### config.mk
export PLATFORM = sky130hd
export DESIGN_NAME = hazard_ctrl
export DESIGN_NICKNAME = d
export VERILOG_FILES = /design/src/rtl/hazard_ctrl.sv
export SDC_FILE = /design/constraint.sdc
export NUM_CORES = 1
export LEC_CHECK = 0
export BUFFER_PORTS_ARGS = -buffer_cell sky130_fd_sc_hd__buf_2
export CAP_MARGIN = 30
export CORE_ASPECT_RATIO = 0.8
export CORE_UTILIZATION = 35
export CTS_CLUSTER_DIAMETER = 40
export DETAILED_ROUTE_END_ITERATION = 16
export PLACE_DENSITY_LB_ADDON = 0.05
export SYNTH_ARGS = -nofsm -noshare
export SYNTH_HDL_FRONTEND = slang
export SYNTH_SLANG_ARGS = --single-unit
### constraint.sdc
create_clock -name clk -period 2.6 [get_ports clk]
set_clock_uncertainty 0.2 [all_clocks]
set_input_delay 0.13 -clock clk [delete_from_list [all_inputs] [get_ports clk]]
set_output_delay 0.13 -clock clk [all_outputs]
set_load 0.01 [all_outputs]
### src/rtl/hazard_ctrl.sv
// -----------------------------------------------------------------------------
// hazard_ctrl
//   Pipeline hazard controller for a classic 5-stage in-order core.
//   Handles three hazards in strict priority order:
//     1. data-memory wait (MEM stage not ready)  -> freeze the back end
//     2. load-use dependency between EX and ID    -> one-cycle bubble
//     3. taken branch resolved in ID              -> squash the IF/ID slot
//   A small FSM tracks consecutive memory wait cycles and enters a sticky
//   ERROR state when the wait exceeds WAIT_LIMIT; only reset leaves ERROR.
//   Stall and flush statistics counters saturate at all-ones.
//
// Parameters
//   WAIT_LIMIT  max consecutive data-memory wait cycles before timeout
//   CNT_W       width of the stall/flush statistics counters
//
// Ports
//   clk           in   clock, rising edge
//   reset         in   synchronous, active-high
//   IDEX_MemRead  in   EX-stage instruction is a load
//   IDEX_rt       in   EX-stage load destination register
//   IFID_rs       in   ID-stage rs
//   IFID_rt       in   ID-stage rt
//   IFID_uses_rt  in   ID-stage instruction reads rt
//   branch_taken  in   branch resolved taken in ID
//   mem_req       in   MEM-stage data access in progress
//   mem_ready     in   data memory completes the access this cycle
//   PCWrite       out  PC update enable
//   IFIDWrite     out  IF/ID load enable
//   IFIDflush     out  zero the IF/ID instruction
//   IDEXflush     out  zero ID/EX control fields
//   pipe_freeze   out  hold ID/EX, EX/MEM, MEM/WB
//   mem_timeout   out  sticky timeout flag
//   stall_cnt     out  load-use stall cycle count (saturating)
//   flush_cnt     out  branch flush count (saturating)
//   state         out  0=RUN, 1=MEM_WAIT, 2=ERROR
// -----------------------------------------------------------------------------
module hazard_ctrl #(
    parameter int WAIT_LIMIT = 255,
    parameter int CNT_W      = 16
) (
    input  logic             clk,
    input  logic             reset,
    input  logic             IDEX_MemRead,
    input  logic [4:0]       IDEX_rt,
    input  logic [4:0]       IFID_rs,
    input  logic [4:0]       IFID_rt,
    input  logic             IFID_uses_rt,
    input  logic             branch_taken,
    input  logic             mem_req,
    input  logic             mem_ready,
    output logic             PCWrite,
    output logic             IFIDWrite,
    output logic             IFIDflush,
    output logic             IDEXflush,
    output logic             pipe_freeze,
    output logic             mem_timeout,
    output logic [CNT_W-1:0] stall_cnt,
    output logic [CNT_W-1:0] flush_cnt,
    output logic [1:0]       state
);

    // Wait counter must be able to hold WAIT_LIMIT itself.
    localparam int WCNT_W = (WAIT_LIMIT < 1) ? 1 : $clog2(WAIT_LIMIT + 1);
    localparam logic [WCNT_W-1:0] WAIT_MAX = WCNT_W'(WAIT_LIMIT);

    typedef enum logic [1:0] {
        S_RUN      = 2'd0,
        S_MEM_WAIT = 2'd1,
        S_ERROR    = 2'd2
    } state_t;

    state_t            cur;
    logic [WCNT_W-1:0] wait_cnt;

    logic load_use;
    logic mem_wait;
    logic active;
    logic stall_inc;
    logic flush_inc;

    assign state = cur;

    // ------------------------------------------------------------------
    // Hazard detection. r0 is hardwired zero, so a load targeting it never
    // creates a real dependency.
    // ------------------------------------------------------------------
    assign load_use = IDEX_MemRead && (IDEX_rt != 5'd0) &&
                      ((IDEX_rt == IFID_rs) ||
                       (IFID_uses_rt && (IDEX_rt == IFID_rt)));

    assign mem_wait = mem_req && !mem_ready;

    // Hazard arbitration is only live outside ERROR and outside reset.
    assign active = !reset && ((cur == S_RUN) || (cur == S_MEM_WAIT));

    // A memory wait masks everything below it; a load-use bubble masks the
    // branch because the branch compare used stale operands.
    assign stall_inc = active && !mem_wait && load_use;
    assign flush_inc = active && !mem_wait && !load_use && branch_taken;

    // ------------------------------------------------------------------
    // Control outputs: purely combinational so they act this cycle.
    // ------------------------------------------------------------------
    always_comb begin
        PCWrite     = 1'b1;
        IFIDWrite   = 1'b1;
        IFIDflush   = 1'b0;
        IDEXflush   = 1'b0;
        pipe_freeze = 1'b0;

        if (reset) begin
            // Front end held and squashed, back end allowed to drain zeros.
            PCWrite     = 1'b0;
            IFIDWrite   = 1'b0;
            IFIDflush   = 1'b1;
            IDEXflush   = 1'b1;
            pipe_freeze = 1'b0;
        end else begin
            case (cur)
                S_RUN, S_MEM_WAIT: begin
                    if (mem_wait) begin
                        PCWrite     = 1'b0;
                        IFIDWrite   = 1'b0;
                        pipe_freeze = 1'b1;
                    end else if (load_use) begin
                        PCWrite     = 1'b0;
                        IFIDWrite   = 1'b0;
                        IDEXflush   = 1'b1;
                    end else if (branch_taken) begin
                        IFIDflush   = 1'b1;
                    end
                end
                default: begin
                    // ERROR (and the unused encoding): stop everything.
                    PCWrite     = 1'b0;
                    IFIDWrite   = 1'b0;
                    IFIDflush   = 1'b1;
                    IDEXflush   = 1'b1;
                    pipe_freeze = 1'b1;
                end
            endcase
        end
    end

    // ------------------------------------------------------------------
    // FSM, wait counter, timeout flag and statistics counters.
    // ------------------------------------------------------------------
    always_ff @(posedge clk) begin
        if (reset) begin
            cur         <= S_RUN;
            wait_cnt    <= '0;
            mem_timeout <= 1'b0;
            stall_cnt   <= '0;
            flush_cnt   <= '0;
        end else begin
            case (cur)
                S_RUN: begin
                    // A same-cycle ready never leaves RUN.
                    if (mem_wait) begin
                        cur      <= S_MEM_WAIT;
                        wait_cnt <= WCNT_W'(1);
                    end
                end
                S_MEM_WAIT: begin
                    if (!mem_wait) begin
                        cur      <= S_RUN;
                        wait_cnt <= '0;
                    end else if (wait_cnt == WAIT_MAX) begin
                        cur         <= S_ERROR;
                        mem_timeout <= 1'b1;
                    end else begin
                        wait_cnt <= wait_cnt + WCNT_W'(1);
                    end
                end
                S_ERROR: begin
                    mem_timeout <= 1'b1;
                end
                default: begin
                    // Unreachable encoding: treat as a fault.
                    cur         <= S_ERROR;
                    mem_timeout <= 1'b1;
                end
            endcase

            if (stall_inc && (stall_cnt != {CNT_W{1'b1}}))
                stall_cnt <= stall_cnt + CNT_W'(1);
            if (flush_inc && (flush_cnt != {CNT_W{1'b1}}))
                flush_cnt <= flush_cnt + CNT_W'(1);
        end
    end

endmodule

==> results of run 1 <==
==> cell type report <==
type / instances / area (um^2)
multi-input combinational: 220 / 1470
sequential: 43 / 861
clock inverter: 1 / 30.0
tap: 84 / 105
timing repair buffer: 75 / 410
clock buffer: 6 / 72.6
fill: 679 / 3530
inverter: 8 / 30.0
==> per-stage QoR <==
stage	cells	setup WS (ns)	power, mW
global placement	430	0.217	0.812
detailed placement	430	0.167	0.813
finish	437	0.200	1.31
global route	437	0.0597	1.38
floorplan	283	0.369	0.761
CTS	437	0.211	1.33
==> cells in the final DEF (no fill, tap or decap), types with 6 or more instances in the layout <==
cell,n
nor2_1,36
buf_4,14
nand4_1,8
buf_2,61
nor2b_1,11
or3_1,6
xnor2_1,6
nand3_1,17
inv_1,7
o21ai_0,8
and3_1,8
mux2_1,9
xor2_1,12
dfxtp_1,43
a21oi_1,19
nand2_1,14
==> routing by layer <==
layer / share of wire [%] / track usage [%] / vias up
met4: 0.72 / 4.55 / 0
met5: 0 / 0 / -
li1: - / - / 1177
met2: 44 / 26.5 / 57
met1: 52 / 25.6 / 1085
met3: 4.1 / 3.49 / 5
==> worst paths after layout <==
| path | slack [ns] | to | start |
|---|---|---|---|
| min reg2reg | 0.24 | mem_timeout$_SDFFE_PP0P_ | mem_timeout$_SDFFE_PP0P_ |
| min | 0.09 | state[0]$_SDFFE_PP0P_ | mem_ready |
| max | 0.20 | stall_cnt[8]$_SDFFE_PP0P_ | stall_cnt[0]$_SDFFE_PP0P_ |
| max reg2reg | 0.20 | stall_cnt[8]$_SDFFE_PP0P_ | stall_cnt[0]$_SDFFE_PP0P_ |
==> sequential cells by signal, summed over array words and instances (netlist names) <==
name and flops:
state 2, flush_cnt 16, mem_timeout 1, wait_cnt 8, stall_cnt 16
==> worst reg2reg max path, cell delays in order (launching register included) <==
cell	delay, ns
dfxtp_1	0.39
ha_1	0.19
and3_1	0.22
nand3_1	0.12
o31ai_2	0.43
nor3_1	0.12
buf_4	0.19
nand4_1	0.09
mux2_1	0.33
==> power breakdown <==
part           internal, mW  switching, mW
clock network         0.282          0.231
logic                0.0506         0.0772
registers             0.662        0.00663
==> cells by family (layout without fill, tap and decap cells) <==
logic type	Yosys count	after routing	synth area share (%)
AO/OA/AOI/OAI	60	60	18.5
multiplexers	12	12	5.67
buffers and inverters	20	90	3.38
adder cells (fa/ha/maj)	3	3	1.56
flip-flops	43	43	35.8
XOR/XNOR	18	18	6.55
AND/OR/NAND/NOR	127	127	28.6
==> metrics.csv, run 1 <==
stage,metric,value,unit
run_status,outcome,"finished, final reports clean",
logic_synthesis,synth_edf_count,0,
placement,dpl_cell_area,2870,um^2
die,die-area,7220,um^2
setup_path,reg2regPathDepth,8,
setup_path,path_cells,ha_1 -> and3_1 -> nand3_1 -> o31ai_2 -> nor3_1 -> buf_4 -> nand4_1 -> mux2_1,
timing,final-hold-violation-count,0,
logic_synthesis,yosysMostFrequentCell,dfxtp_1,
global_route,antenna_found_initial,0,
cells_and_area,syn2layout_area_growth,23.5,%
setup_path,critPathRequiredTime,2.58,ns
drt,avgViaCountPerCell,5.32,
logic_synthesis,yosysUniqueCellTypes,50,
pwr,peakVddDrop,0.308,mV
logic_synthesis,synth.area.top_cells,"dfxtp_1 (36%), nor2_1 (5.6%), xor2_1 (4.4%)",
drt,ant_nets,0,
setup_path,cp-end-kind,flip-flop,
die,fp.dieW,94.7,um
timing,fin_tns_setup,0,ns
clock_tree,cts_buffer_depth,2,
cells_and_area,nets,378,
timing,hold_ws,0.0936,ns
pwr,p_leak,1.22,nW
global_route,track_usage,17.7,%
global_route,grt_max_degree,44,
logic_synthesis,ys_ff_latch,43,
die,num_io_pins,62,
drt,wirelength,6090,um
logic_synthesis,syn_area,2410,um^2
logic_synthesis,synth_common_cells,"dfxtp_1 (43), nor2_1 (36), a21oi_1 (19)",
drt,drcViolationCount,0,
timing,period_needed,2.40,ns
timing,maxSlewViolCount,0,
logic_synthesis,avgSynthCellArea,8.51,um^2
logic_synthesis,synth_nets,308,
global_route,grt_overflow,0,
die,die_h,76.2,um
setup_path,max_stage_delay,0.43,ns
drt,drtIter0Drc,99,
global_route,grt_pass1_wl,10200,um
clock_tree,cts_tree,done,
setup_path,arrival,2.38,ns
logic_synthesis,synth_flop_cell,dfxtp_1,
clock_tree,cts_setup_buffers,0,
logic_synthesis,async_reset_ff_share,0,%
clock_tree,clkLatencyLatePin,0.29,ns
placement,dp_hpwl,4390,um
die,row_count,26,
timing,slew_headroom,51.5,%
cells_and_area,antenna_cells,0,
setup_path,crit_buf_inv,1,
timing,max_freq,0.417,GHz
setup_path,crit_slowest_cell,o31ai_2,
cells_and_area,drive_above_1_share,25.8,%
clock_tree,cts-root-buf,clkbuf_8,
setup_path,cp-start-kind,flip-flop,
placement,routabilityCongestion,0.739,
clock_tree,h-tree-depth,2,
timing,fin_crit_sh,92.3,%
global_route,grt_pass1_vias,2081,
setup_path,crit_family,simple AND/OR/NAND/NOR gates,
clock_tree,cts_resized,0,
logic_synthesis,yosysTopAreaCell,dfxtp_1,
drt,first_pass_iters,4,
setup_path,timing.critical_path.depth,8,
job,cap_violations,0,
worst_hold_path,hold_depth,5,
drt,vias,2324,
die,core,6510,um^2
die,initial_utilization,37.0,%
timing,setup_viol,0,
cells_and_area,post-route-cell-area,2970,um^2
cells_and_area,post-route-util,45.7,%
clock_tree,cts_buffers,5,
logic_synthesis,yosys_warnings,0,
logic_synthesis,synth_top_area_share,35.8,%
clock_tree,cts.sinks,43,
drt,avgRoutedWirePerCell,13.9,um
pwr,powerDensity,441,nW/um^2
logic_synthesis,yosysSeqAreaShare,35.8,%
logic_synthesis,syn_inst,283,
setup_path,critPathMaxFanout,8,
timing,rsz0062_at_grt,false,
clock_tree,clk_pin_slew_worst_paths,0.09,ns
placement,portBuffers,61,
clock_tree,hold_buffers,0,
worst_hold_path,min_path_type,primary input to flip-flop,
setup_path,worstSetupPathType,flip-flop to flip-flop,
timing,tightest_slew,0.725,ns
Note: power is estimated with default switching activity, not from simulation.
==> run 2, diff against run 1 <==
--- a/config.mk
+++ b/config.mk
@@ -5,11 +5,12 @@
 export SDC_FILE = /design/constraint.sdc
 export NUM_CORES = 1
 export LEC_CHECK = 0
+export ABC_AREA = 1
 export BUFFER_PORTS_ARGS = -buffer_cell sky130_fd_sc_hd__buf_2
 export CAP_MARGIN = 30
 export CORE_ASPECT_RATIO = 0.8
 export CORE_UTILIZATION = 35
-export CTS_CLUSTER_DIAMETER = 40
+export CTS_CLUSTER_DIAMETER = 80
 export DETAILED_ROUTE_END_ITERATION = 16
 export PLACE_DENSITY_LB_ADDON = 0.05
 export SYNTH_ARGS = -nofsm -noshare
==> constraint.sdc (replaced) <==
create_clock -name clk -period 2.6 [get_ports clk]
set_clock_uncertainty 0.2 [all_clocks]
set_input_delay 0.26 -clock clk [delete_from_list [all_inputs] [get_ports clk]]
set_output_delay 0.26 -clock clk [all_outputs]
set_load 0.01 [all_outputs]
==> metrics.csv, run 2 <==
stage,metric,value,unit,change
pwr,p_leak,1.53,nW,was 1.22 nW
setup_path,crit_buf_inv,2,,was 1
cells_and_area,drive_above_1_share,19.0,%,was 25.8%
cells_and_area,stdcell_count,626,,was 437
timing,rsz0062_at_grt,false,,unchanged
setup_path,max_stage_delay,0.42,ns,was 0.43 ns
cells_and_area,multi_input_area,1550,um^2,was 1470 um^2
timing,setup_ws,0.403,ns,was 0.200 ns
placement,dpl_worst_slack,0.404,ns,was 0.167 ns
global_route,track_usage,17.3,%,was 17.7%
logic_synthesis,synthAdderAreaFrac,1.35,%,was 1.56%
global_route,grt_overflow,0,,unchanged
cells_and_area,nets,546,,was 378
die,core,7530,um^2,was 6510 um^2
die,initial_utilization,37.0,%,about the same
drt,wirelength,6820,um,was 6090 um
die,die_h,81.8,um,was 76.2 um
cells_and_area,reg_top3,"flush_cnt: 16 flops, stall_cnt: 16 flops, wait_cnt: 8 flops",,unchanged
setup_path,r2r-end,stall_cnt[1]$_SDFFE_PP0P_,,was stall_cnt[8]$_SDFFE_PP0P_
cells_and_area,syn2layout_area_growth,17.5,%,was 23.5%
setup_path,reg2reg_slack,0.40,ns,was 0.20 ns
placement,placedCellCount,619,,was 430
logic_synthesis,synth_top_area_share,30.9,%,was 35.8%
placement,dp_hpwl,5260,um,was 4390 um
clock_tree,cts_resized,0,,unchanged
die,fp.dieW,102,um,was 94.7 um
timing,slew_headroom,65.6,%,was 51.5%
clock_tree,clk_pin_slew_worst_paths,0.09,ns,about the same
setup_path,critPathMaxFanout,21,,was 8
pwr,peakVddDrop,0.153,mV,was 0.308 mV
logic_synthesis,yosysUniqueCellTypes,36,,was 50
setup_path,cp-start-kind,flip-flop,,unchanged
logic_synthesis,yosys_warnings,0,,unchanged
logic_synthesis,synth_compound_area_share,9.21,%,was 18.5%
logic_synthesis,async_reset_ff_share,0,%,unchanged
logic_synthesis,yosysMostFrequentCell,nand2_1,,was dfxtp_1
drt,drtIter0Drc,110,,was 99
worst_hold_path,holdPathEnd,state[0]$_SDFFE_PP0P_,,unchanged
drt,first_pass_iters,4,,unchanged
placement,routabilityCongestion,0.832,,was 0.739
logic_synthesis,synth-xor-area-share,2.20,%,was 6.55%
run_status,outcome,"finished, final reports clean",,unchanged
logic_synthesis,syn_area,2780,um^2,was 2410 um^2
timing,maxSlewViolCount,0,,unchanged
die,row_count,28,,was 26
logic_synthesis,syn_inst,460,,was 283
setup_path,worstSetupPathType,flip-flop to flip-flop,,unchanged
logic_synthesis,yosysSeqAreaShare,30.9,%,was 35.8%
clock_tree,clkLatencyLatePin,0.29,ns,about the same
clock_tree,cts.sinks,43,,unchanged
logic_synthesis,synth_edf_count,0,,unchanged
job,cap_violations,0,,unchanged
setup_path,crit_family,simple AND/OR/NAND/NOR gates,,unchanged
clock_tree,h-tree-depth,2,,unchanged
clock_tree,cts_buffers,5,,unchanged
setup_path,reg2regPathDepth,11,,was 8
setup_path,timing.critical_path.depth,11,,was 8
global_route,grt_max_degree,22,,was 44
drt,ant_nets,0,,unchanged
placement,portBuffers,61,,unchanged
die,num_io_pins,62,,unchanged
timing,final-hold-violation-count,0,,unchanged
logic_synthesis,synthSimpleGateAreaFrac,42.9,%,was 28.6%
timing,max_freq,0.455,GHz,was 0.417 GHz
drt,vias,2872,,was 2324
logic_synthesis,synth_nets,485,,was 308
logic_synthesis,avgSynthCellArea,6.05,um^2,was 8.51 um^2
clock_tree,cts-root-buf,clkbuf_8,,unchanged
cells_and_area,layout_common_cells,"nand2_1 (120), inv_1 (71), nor2_1 (71)",,"was buf_2 (61), dfxtp_1 (43), nor2_1 (36)"
logic_synthesis,synth_top_family_by_area,simple AND/OR/NAND/NOR gates,,unchanged
timing,setup_viol,0,,unchanged
logic_synthesis,synth.mux.area_fraction,0,%,was 5.67%
timing,fin_tns_setup,0,ns,unchanged
drt,avgViaCountPerCell,4.59,,was 5.32
cells_and_area,seq_area,861,um^2,unchanged
logic_synthesis,synth.area.top_cells,"dfxtp_1 (31%), nand2_1 (16%), inv_1 (9.6%)",,"was dfxtp_1 (36%), nor2_1 (5.6%), xor2_1 (4.4%)"
global_route,antenna_found_initial,0,,unchanged
logic_synthesis,synth_common_cells,"nand2_1 (120), inv_1 (71), nor2_1 (71)",,"was dfxtp_1 (43), nor2_1 (36), a21oi_1 (19)"
timing,fin_crit_sh,84.5,%,was 92.3%
setup_path,path_cells,ha_1 -> nand2_1 -> nor3_4 -> nand2_1 -> nor2_2 -> nand2_1 -> clkinv_1 -> nor2_4 -> inv_2 -> nor2_1 -> nor2_1,,was ha_1 -> and3_1 -> nand3_1 -> o31ai_2 -> nor3_1 -> buf_4 -> nand4_1 -> mux2_1
global_route,grt_pass1_vias,2461,,was 2081
drt,drcViolationCount,0,,unchanged
setup_path,critPathRequiredTime,2.59,ns,was 2.58 ns
worst_hold_path,min_path_type,primary input to flip-flop,,unchanged
clock_tree,cts_tree,done,,unchanged
cells_and_area,n_fill_cell,839,,was 679
clock_tree,hold_buffers,0,,unchanged
setup_path,crit_slowest_cell,nor2_4,,was o31ai_2
cells_and_area,final_common_cell,nand2_1,,was buf_2
clock_tree,cts_buffer_depth,2,,unchanged
drt,avgRoutedWirePerCell,10.9,um,was 13.9 um
pwr,powerDensity,384,nW/um^2,was 441 nW/um^2
setup_path,arrival,2.19,ns,was 2.38 ns
pwr,total_power,1.26,mW,was 1.31 mW
clock_tree,cts_setup_buffers,0,,unchanged
global_route,grt_pass1_wl,11500,um,was 10200 um
setup_path,crit_top_cell,nand2_1,,
setup_path,r2r-start,stall_cnt[0]$_SDFFE_PP0P_,,unchanged
logic_synthesis,synth_flop_cell,dfxtp_1,,unchanged
die,die-area,8320,um^2,was 7220 um^2
logic_synthesis,yosysTopAreaCell,dfxtp_1,,unchanged
setup_path,cp-end-kind,flip-flop,,unchanged
timing,tightest_slew,0.515,ns,was 0.725 ns
timing,period_needed,2.20,ns,was 2.40 ns
cells_and_area,antenna_cells,0,,unchanged
worst_hold_path,hold_start,mem_ready,,unchanged
logic_synthesis,ys_ff_latch,43,,unchanged
worst_hold_path,hold_depth,4,,was 5
## run 2: layout make-up
cell class                 instances  area share [%]
sequential                        43            26.3
multi-input combinational        324            47.3
clock inverter                     1           0.153
clock buffer                       6            2.52
tap                              105            4.02
timing repair buffer              65            10.2
inverter                          82            9.41
## run 2: how the worst max path moves through the flow
| stage | slack, ns | to | start |
|---|---|---|---|
| floorplan | 0.69 | stall_cnt[11]$_SDFFE_PP0P_ | stall_cnt[0]$_SDFFE_PP0P_ |
| global placement | 0.43 | stall_cnt[1]$_SDFFE_PP0P_ | stall_cnt[0]$_SDFFE_PP0P_ |
| detailed placement | 0.40 | stall_cnt[1]$_SDFFE_PP0P_ | stall_cnt[0]$_SDFFE_PP0P_ |
| CTS | 0.37 | stall_cnt[1]$_SDFFE_PP0P_ | stall_cnt[0]$_SDFFE_PP0P_ |
| global route | 0.17 | stall_cnt[1]$_SDFFE_PP0P_ | stall_cnt[0]$_SDFFE_PP0P_ |
| finish | 0.40 | stall_cnt[1]$_SDFFE_PP0P_ | stall_cnt[0]$_SDFFE_PP0P_ |
## run 2: cell families (layout without fill, tap and decap cells)
kind of cell	Yosys count	count (layout)
AOI/OAI and AO/OA	48	48
xor gates and xnor gates	7	7
adders and majority gates	3	3
buffers and inverters	93	154
DFF	43	43
and+or+nand+nor	266	266
## run 2: stage by stage
step	instance area (um^2)	utilization, %	hold WS [ns]
4_1_cts	3270	43.4	0.0781
3_5_place_dp	3180	42.3	0.260
6_report	3270	43.4	0.0911
2_1_floorplan	2780	-	0.243
5_1_grt	3270	43.4	0.100
3_3_place_gp	3180	42.3	0.249
## run 2: where the power goes
group | switching [mW] | internal (mW) | leakage, nW
Combinational | 0.0895 | 0.0520 | 1.14
Clock | 0.234 | 0.209 | 0.0470
Sequential | 0.00713 | 0.665 | 0.347
Total | 0.331 | 0.926 | 1.53
## run 2: routing by layer
| metal | global-route usage (%) | wire length (um) | vias up |
|---|---|---|---|
| met2 | 26.4 | 2730 | 61 |
| met4 | 3.91 | 27 | 0 |
| met1 | 24.9 | 3700 | 1248 |
| li1 | - | - | 1561 |
| met3 | 3.49 | 361 | 2 |
| met5 | 0 | 0 | - |
## run 2: worst min-delay path, stage by stage
cell and delay [ns]:
buf_2 0.10, nor2_4 0.06, o2111ai_1 0.07, inv_1 0.04
==> run 3, diff against run 2 <==
--- a/config.mk
+++ b/config.mk
@@ -5,7 +5,7 @@
 export SDC_FILE = /design/constraint.sdc
 export NUM_CORES = 1
 export LEC_CHECK = 0
-export ABC_AREA = 1
+export ABC_AREA = 0
 export BUFFER_PORTS_ARGS = -buffer_cell sky130_fd_sc_hd__buf_2
 export CAP_MARGIN = 30
 export CORE_ASPECT_RATIO = 0.8
==> constraint.sdc (replaced) <==
create_clock -name clk -period 1.9 [get_ports clk]
set_clock_uncertainty 0.2 [all_clocks]
set_input_delay 0.19 -clock clk [delete_from_list [all_inputs] [get_ports clk]]
set_output_delay 0.19 -clock clk [all_outputs]
set_load 0.01 [all_outputs]
==> metrics.csv, run 3 (same netlist as run 1, synthesis figures left out) <==
stage,metric,value,unit,change
run_status,outcome,finished with violations,,"was finished, final reports clean"
run_status,violations,negative setup slack,,
cells_and_area,syn2layout_area_growth,60.1,%,was 17.5%
global_route,grt_max_degree,44,,was 22
clock_tree,h-tree-depth,2,,unchanged
pwr,total_power,1.84,mW,was 1.26 mW
clock_tree,cts_buffers,5,,unchanged
global_route,grt_overflow,0,,unchanged
setup_path,crit_slowest_cell,nor4_4,,was nor2_4
drt,avgRoutedWirePerCell,13.2,um,was 10.9 um
cells_and_area,drive_above_1_share,47.3,%,was 19.0%
setup_path,crit_family,simple AND/OR/NAND/NOR gates,,unchanged
setup_path,path_cells,buf_8 -> xor2_4 -> nor4_4 -> a32oi_4 -> or2_4 -> buf_6 -> a311o_1 -> buf_2,,was ha_1 -> nand2_1 -> nor3_4 -> nand2_1 -> nor2_2 -> nand2_1 -> clkinv_1 -> nor2_4 -> inv_2 -> nor2_1 -> nor2_1
timing,rsz0062_at_grt,true,,was false
pwr,power_frac_clock,35.6,%,was 35.3%
setup_path,worstSetupPathType,primary input to primary output,,was flip-flop to flip-flop
timing,fin_crit_sh,111,%,
pwr,power.internal,1.37,mW,was 926 uW
clock_tree,cts_buffer_depth,2,,unchanged
pwr,powerDensity,477,nW/um^2,was 384 nW/um^2
timing,final-hold-violation-count,0,,unchanged
die,die_h,76.2,um,was 81.8 um
setup_path,cp-end-kind,primary output,,was flip-flop
drt,avgViaCountPerCell,5.06,,was 4.59
clock_tree,clkLatencyLatePin,0.29,ns,about the same
clock_tree,hold_buffers,0,,unchanged
drt,drcViolationCount,0,,unchanged
die,initial_utilization,37.0,%,about the same
die,core,6510,um^2,was 7530 um^2
placement,dpl_cell_area,3360,um^2,was 3180 um^2
drt,vias,2566,,was 2872
setup_path,crit_buf_inv,3,,was 2
timing,max_freq,0.472,GHz,
timing,maxSlewViolCount,0,,unchanged
cells_and_area,final_common_cell,buf_4,,was nand2_1
setup_path,cp-start-kind,primary input,,was flip-flop
timing,period_needed,2.12,ns,
placement,routabilityCongestion,0.802,,was 0.832
pwr,combPwrFrac,14.7,%,was 11.3%
cells_and_area,stdcell_count,507,,was 626
setup_path,critPathRequiredTime,1.51,ns,was 2.59 ns
setup_path,arrival,1.73,ns,was 2.19 ns
die,fp.dieW,94.7,um,was 102 um
drt,first_pass_iters,4,,unchanged
timing,setup_ws,-0.218,ns,was 0.403 ns
die,num_io_pins,62,,unchanged
global_route,antenna_found_initial,0,,unchanged
die,die-area,7220,um^2,was 8320 um^2
die,row_count,26,,was 28
job,cap_violations,0,,unchanged
clock_tree,cts-root-buf,clkbuf_8,,unchanged
placement,dp_hpwl,4860,um,was 5260 um
cells_and_area,nets,447,,was 546
placement,portBuffers,61,,unchanged
cells_and_area,post-route-util,59.3,%,was 43.4%
cells_and_area,post-route-cell-area,3850,um^2,was 3270 um^2
clock_tree,clk_pin_slew_worst_paths,0.08,ns,was 0.09 ns
timing,setup_viol,35,,was 0
setup_path,critPathMaxFanout,3,,was 21
pwr,power_frac_seq,49.7,%,was 53.4%
global_route,grt_pass1_vias,2422,,was 2461
global_route,globalRouteMet1Util,27.0,%,was 24.9%
cells_and_area,layout_common_cells,"buf_4 (70), buf_2 (56), dfxtp_1 (38)",,"was nand2_1 (120), inv_1 (71), nor2_1 (71)"
drt,drtIter0Drc,78,,was 110
drt,ant_nets,0,,unchanged
clock_tree,cts.sinks,43,,unchanged
global_route,met3_usage,4.19,%,was 3.49%
drt,wirelength,6720,um,was 6820 um
cells_and_area,reg_top3,"flush_cnt: 16 flops, stall_cnt: 16 flops, wait_cnt: 8 flops",,unchanged
global_route,grt_busiest_layer,met2,,unchanged
placement,placedCellCount,487,,was 619
timing,fin_tns_setup,-2.76,ns,was 0 ns
pwr,peakVddDrop,0.399,mV,was 0.153 mV
timing,slew_headroom,68.2,%,was 65.6%
pwr,p_switching,469,uW,was 331 uW
global_route,gr-usage-met2,31.0,%,was 26.4%
setup_path,max_stage_delay,0.33,ns,was 0.42 ns
pwr,swShare,25.5,%,was 26.3%
timing,tightest_slew,0.477,ns,was 0.515 ns
cells_and_area,antenna_cells,0,,unchanged
global_route,grt_pass1_wl,11300,um,was 11500 um
global_route,track_usage,19.5,%,was 17.3%
clock_tree,cts_tree,done,,unchanged
worst_hold_path,min_path_type,primary input to flip-flop,,unchanged
pwr,p_leak,1.65,nW,was 1.53 nW
run 3: cell types whose count changed in the layout (fill, tap and decap cells not counted), sizes merged, moves of 10 or more:
cell,delta
mux2,+10
nand3,-13
inv,-74
nor2b,+11
nand2,-107
nor2,-41
buf,+79
nand4,-14
run 3: cell type report:
cell class / count / area, um^2
Clock buffer: 7 / 96.3
Inverter: 8 / 30.0
Multi-Input combinational cell: 220 / 1730
Tap cell: 84 / 105
Timing Repair Buffer: 144 / 1020
Fill cell: 605 / 2650
Clock inverter: 1 / 7.51
Sequential cell: 43 / 867
run 3: worst paths after layout:
check,start,to,slack (ns),cells past startpoint
min reg2reg,mem_timeout$_SDFFE_PP0P_,mem_timeout$_SDFFE_PP0P_,0.26,2
max reg2reg,stall_cnt[0]$_SDFFE_PP0P_,stall_cnt[6]$_SDFFE_PP0P_,-0.13,8
max,IDEX_rt[2],IFIDflush,-0.22,8
min,mem_ready,wait_cnt[0]$_SDFFE_PP0P_,0.04,4
run 3: routing by layer:
layer	vias up	wire length [um]	share of wire [%]
met1	1198	3410	51
met3	4	235	3.5
li1	1325	-	-
met2	39	3040	45
met4	0	32	0.48
met5	-	0	0
run 3: stage by stage:
stage,setup WS [ns],hold slack (ns)
after global routing,-0.280,0.0787
after detailed placement,-0.492,0.255
after CTS,-0.224,0.0438
final,-0.218,0.0381
after global placement,-0.458,0.234
after floorplan,-0.221,0.258
run 3: worst min-delay path: cells and delay by family:
family | cells | cell delay (ns)
and+or+nand+nor | 2 | 0.16
buffers and inverters | 1 | 0.08
AOI/OAI and AO/OA | 1 | 0.05
run 3: what timing repair did:
action	CTS	global route
setup buffers	7	6
pin swaps	14	15
gates cloned	0	0
hold endpoints to repair	0	0
gates resized for setup	35	29
setup endpoints to repair	26	42
run 3: power groups by stage:
| stage | Clock [mW] | Combinational (mW) | Sequential, mW |
|---|---|---|---|
| floorplan | 0 | 0.114 | 0.936 |
| global placement | 0 | 0.214 | 0.933 |
| detailed placement | 0 | 0.216 | 0.933 |
| CTS | 0.683 | 0.250 | 0.912 |
| global route | 0.717 | 0.291 | 0.915 |
| finish | 0.655 | 0.270 | 0.914 |
